===== config.mk =====
export PLATFORM = sky130hd
export DESIGN_NAME = s2p_nibble_fifo_flat
export DESIGN_NICKNAME = d
export VERILOG_FILES = /design/src/rtl/s2p_nibble_fifo_if.sv /design/src/rtl/s2p_nibble_fifo.sv /design/src/flat_wrapper.sv
export SDC_FILE = /design/constraint.sdc
export NUM_CORES = 1
export LEC_CHECK = 0
export CORE_ASPECT_RATIO = 1.1
export CORE_MARGIN = 5
export CORE_UTILIZATION = 49
export CTS_CLUSTER_DIAMETER = 100
export DETAILED_ROUTE_END_ITERATION = 7
export DONT_BUFFER_PORTS = 1
export PLACE_DENSITY = 0.75
export SETUP_SLACK_MARGIN = 0.3
export SYNTH_ARGS = -nofsm -noshare
export SYNTH_HDL_FRONTEND = slang
export SYNTH_SLANG_ARGS = --single-unit

===== constraint.sdc =====
create_clock -name clk -period 6.3 [get_ports clk]
set_input_delay 0.945 -clock clk [delete_from_list [all_inputs] [get_ports clk]]
set_output_delay 0.945 -clock clk [all_outputs]
set_load 0.03 [all_outputs]

===== src/rtl/s2p_nibble_fifo_if.sv =====
// s2p_nibble_fifo_if: serial bit input and buffered word output bus of the deserializer FIFO
interface s2p_nibble_fifo_if #(
  parameter int DW = 4,
  parameter int AW = 2
);
  logic          din;
  logic          din_vld;
  logic          sync_clr;
  logic          dout_rdy;
  logic          ovf_clr;
  logic [DW-1:0] dout;
  logic          dout_vld;
  logic [AW:0]   level;
  logic          ovf;
  modport master(output din, din_vld, sync_clr, dout_rdy, ovf_clr, input dout, dout_vld, level, ovf);
  modport slave(input din, din_vld, sync_clr, dout_rdy, ovf_clr, output dout, dout_vld, level, ovf);
endinterface


===== src/rtl/s2p_nibble_fifo.sv =====
// s2p_nibble_fifo: reassembles serial bits into DW-bit words buffered in a FWFT FIFO with sticky overflow
module s2p_nibble_fifo #(
  parameter int DW        = 4,
  parameter int DEPTH     = 4,
  parameter int AW        = 2,
  parameter int MSB_FIRST = 1
) (
  input logic clk,
  input logic rst,
  s2p_nibble_fifo_if.slave bus
);
  localparam int CW = $clog2(DW);
  logic [CW-1:0] cnt;
  logic [DW-1:0] sr;
  logic [DW-1:0] word;
  logic [DW-1:0] mem [DEPTH];
  logic [AW-1:0] wr_ptr;
  logic [AW-1:0] rd_ptr;
  logic [AW:0]   level;
  logic          ovf;
  logic          last;
  logic          push;
  logic          pop;
  logic          full;
  logic          wr_en;
  // the shift register always holds the word-so-far, so the complete word is one more shift
  always_comb word = MSB_FIRST != 0 ? {sr[DW-2:0], bus.din} : {bus.din, sr[DW-1:1]};
  assign last  = cnt == CW'(DW - 1);
  assign push  = bus.din_vld && !bus.sync_clr && last;
  assign pop   = level != '0 && bus.dout_rdy;
  assign full  = level == (AW+1)'(DEPTH);
  assign wr_en = push && (!full || pop);
  always_ff @(posedge clk) begin
    if (!rst && wr_en) mem[wr_ptr] <= word;
  end
  always_ff @(posedge clk) begin
    if (rst) begin
      cnt    <= '0;
      sr     <= '0;
      wr_ptr <= '0;
      rd_ptr <= '0;
      level  <= '0;
      ovf    <= 1'b0;
    end else begin
      if (bus.sync_clr) begin
        cnt <= '0;
        sr  <= '0;
      end else if (bus.din_vld) begin
        cnt <= last ? '0 : cnt + 1'b1;
        sr  <= word;
      end
      if (wr_en) wr_ptr <= wr_ptr + 1'b1;
      if (pop) rd_ptr <= rd_ptr + 1'b1;
      level <= level + (AW+1)'(wr_en) - (AW+1)'(pop);
      ovf   <= (push && full && !pop) || (ovf && !bus.ovf_clr);
    end
  end
  assign bus.dout     = level != '0 ? mem[rd_ptr] : '0;
  assign bus.dout_vld = level != '0;
  assign bus.level    = level;
  assign bus.ovf      = ovf;
endmodule


===== src/flat_wrapper.sv =====
// flat-port wrapper written by rule: the top's interface ports become plain ports
module s2p_nibble_fifo_flat 
#(
  parameter int DW        = 4,
  parameter int DEPTH     = 4,
  parameter int AW        = 2,
  parameter int MSB_FIRST = 1
)
  (clk, rst, bus_din, bus_din_vld, bus_sync_clr, bus_dout_rdy, bus_ovf_clr, bus_dout, bus_dout_vld, bus_level, bus_ovf);
  s2p_nibble_fifo_if #(.DW(DW), .AW(AW)) bus_i ();
  input logic clk;
  input logic rst;
  input wire logic [$bits(bus_i.din)-1:0] bus_din;
  input wire logic [$bits(bus_i.din_vld)-1:0] bus_din_vld;
  input wire logic [$bits(bus_i.sync_clr)-1:0] bus_sync_clr;
  input wire logic [$bits(bus_i.dout_rdy)-1:0] bus_dout_rdy;
  input wire logic [$bits(bus_i.ovf_clr)-1:0] bus_ovf_clr;
  output wire logic [$bits(bus_i.dout)-1:0] bus_dout;
  output wire logic [$bits(bus_i.dout_vld)-1:0] bus_dout_vld;
  output wire logic [$bits(bus_i.level)-1:0] bus_level;
  output wire logic [$bits(bus_i.ovf)-1:0] bus_ovf;
  assign bus_i.din = bus_din;
  assign bus_i.din_vld = bus_din_vld;
  assign bus_i.sync_clr = bus_sync_clr;
  assign bus_i.dout_rdy = bus_dout_rdy;
  assign bus_i.ovf_clr = bus_ovf_clr;
  assign bus_dout = bus_i.dout;
  assign bus_dout_vld = bus_i.dout_vld;
  assign bus_level = bus_i.level;
  assign bus_ovf = bus_i.ovf;
  s2p_nibble_fifo #(.DW(DW), .DEPTH(DEPTH), .AW(AW), .MSB_FIRST(MSB_FIRST)) u_core (.clk(clk), .rst(rst), .bus(bus_i));
endmodule

==> impl_metrics.yaml <==
cts:
  postCtsHoldBufs: 0
  cts.repair.resized: 0
  cts_made_buffers: 5
  htreeDepth: 2
  tritoncts: "yes"
  cts_buffer_depth: 2
  insertion_delay_ns: 0.33
  cts.reportedPaths.clkPinSlew_ns: 0.09
  cts_setup_buffers: 0
  cts.sinks: 31
  cts_root_buf: "clkbuf_4"
synthesis:
  ys_seq_area_frac: 0.5730
  yosysTopAreaCellShare: 0.3526
  syn-cell-area_mm2: 0.001363
  ys.flop_type: "edfxtp_1"
  ys_top_cells_by_count: "16 x edfxtp_1, 15 x dfxtp_1, 9 x inv_1, 7 x ha_1, 6 x nor3_1"
  synth_area_leaders: "edfxtp_1 35%, dfxtp_1 22%, mux4_2 6.6%"
  ys_types: 29
  syn-num-nets: 117
  yosysWarnings: 0
  yosysMostFrequentCell: "edfxtp_1"
  synth-seq-cells: 31
  syn_inst: 102
  syn_area_per_cell_um2: 13.36
  synth_edf_count: 16
  synth_top_area_cell: "edfxtp_1"
  async_flop_share: 0
drt:
  via_per_inst: 5.214
  routed_wl_um: 2145
  drc_errors: 0
  drtAntennaViolNets: 0
  num_vias: 730
  drt-initial-drc-count: 9
  wl_per_cell_um: 15.32
  dr.pass1.iters: 3
sta:
  rsz0062_at_grt: "no"
  worstMarginPinSlew_ns: 0.5565
  drv_slew: 0
  finalSetupViolCount: 0
  fmaxAchievable_mhz: 394.8
  period_minus_slack_ns: 2.533
  finalSetupTns_ns: 0
  max_slew_margin: 0.6285
  finalHoldViolations: 0
  finalClockSkew_ns: 0.009583
  fin_crit_sh: 0.4021
global_routing:
  overflow: 0
  grt_pass1_vias: 791
  grt_usage: 0.1400
  grt_max_degree: 19
  antenna_found_initial: 0
  grt_first_pass_wirelength_um: 3850
floorplan:
  boundaryPins: 16
  dieWidth_um: 60.28
  fp.dieArea_mm2: 0.003937
  die_h_um: 65.31
  core_area_mm2: 0.002728
  num_rows: 20
  start_util: 0.4995
power:
  p_seq_frac: 0.483
  max-vdd-ir-drop_mv: 0.2638
  p_leak_uw: 0.0005329
  comb_power_share: 0.330
  switching_share: 0.3835
  power.internal_uw: 351.2
  net-switching-power_uw: 218.5
  p_clk_frac: 0.187
  power_density_mw_per_mm2: 395.3
  total_power_uw: 569.7
layout:
  drive_gt1_frac: 0.1682
  fillers: 237
  final_nets: 121
  num_antenna_cells: 0
  synthToLayoutAreaGrowth_pct: 5.785
  utilization: 0.5284
  final_design_area_no_fill_mm2: 0.001441
worst_hold_path:
  min_path_type: "flip-flop to flip-flop"
place:
  dpl_cell_area_mm2: 0.001391
  port_buffers: 0
  gp_congestion: 0.7416
  dp_hpwl_um: 1631
setup_path:
  cp-end-kind: "output port"
  timing.rr.start: "u_core.bus.level[1]"
  worstPathMaxFanout: 4
  startpoint_type: "flip-flop"
  required_ns: 5.35
  cp.arrival_ns: 1.59
  worstSetupPathType: "flip-flop to output port"
  crit_path_end: "bus_dout[0]"
  r2r_setup_slack_ns: 3.91
  r2r-end: "u_core.bus.level[2]"
  reg2reg_depth: 9
flow_run:
  max_cap_viol_count: 0
run_status:
  status: "finished, final reports clean"
## state kept, by name (all words and copies together), names as in the netlist, named ones only
register	flops
u_core.bus.level	3
u_core.mem	16
u_core.rd_ptr	2
u_core.wr_ptr	2
u_core.bus.ovf	1
u_core.cnt	2
u_core.sr	3
## cell type report
type	instances	area [um2]	share of cell area
clock buffer	7	45.04	0.03125
sequential	31	780.7	0.5417
clock inverter	1	5.005	0.003472
multi-input combinational	59	535.5	0.3715
inverter	9	33.78	0.02344
tap	33	41.29	0.02865
## logic make-up after synthesis
kind of cell | synth area share
xor gates and xnor gates | 0.01929
buffers and inverters | 0.03397
adders and majority gates | 0.07897
DFF | 0.5730
and+or+nand+nor | 0.1570
AOI/OAI and AO/OA | 0.02387
muxes | 0.1139
## routing by layer
metal,share of wire,global-route usage
met5,0,0
met4,0.023,0.07479
met3,0.071,0.06287
met2,0.49,0.2203
met1,0.41,0.1553
## critical path, cell delays in order, from the launching register on
cell and delay [ns]:
dfxtp_1 0.47, mux4_2 0.53, and2b_2 0.27
## how the worst min path moves through the flow
stage	slack [ns]	cells past startpoint	end	from
6_report	0.53	2	flip-flop	u_core.rd_ptr[1]
5_1_grt	0.54	2	u_core.rd_ptr[1]	u_core.rd_ptr[1]
4_1_cts	0.52	2	flip-flop	u_core.rd_ptr[1]
3_5_place_dp	0.51	0	u_core.mem[3][3]	u_core.sr[2]
3_3_place_gp	0.48	2	u_core.rd_ptr[1]	u_core.rd_ptr[1]
2_1_floorplan	0.46	0	u_core.mem[0][3]	u_core.sr[2]
## placed cells by master (no fill, tap or decap), types with 3 or more instances in the layout
master,n
and2_1,4
ha_1,7
nor2_1,5
nand2b_1,3
inv_1,9
edfxtp_1,16
mux4_2,4
nor3_1,6
mux2i_1,5
a21oi_1,4
and2b_2,4
clkbuf_4,5
dfxtp_1,15
## stage by stage
| stage | cells | hold slack, ns | setup slack, ns |
|---|---|---|---|
| 6_report | 140 | 0.5271 | 3.767 |
| 5_1_grt | 140 | 0.5438 | 3.619 |
| 4_1_cts | 140 | 0.5242 | 3.708 |
| 3_5_place_dp | 132 | 0.5094 | 3.751 |
| 3_3_place_gp | 132 | 0.4825 | 3.836 |
| 2_1_floorplan | 102 | 0.4594 | 3.876 |
## power groups by stage
stage / clock network [uW] / registers (uW) / logic, uW
final: 107 / 275 / 188
after global routing: 125 / 279 / 210
after floorplan: 0 / 274 / 173
after detailed placement: 0 / 281 / 191
after global placement: 0 / 279 / 184
after CTS: 113 / 276 / 191
Power figures use the tool's default switching activity.
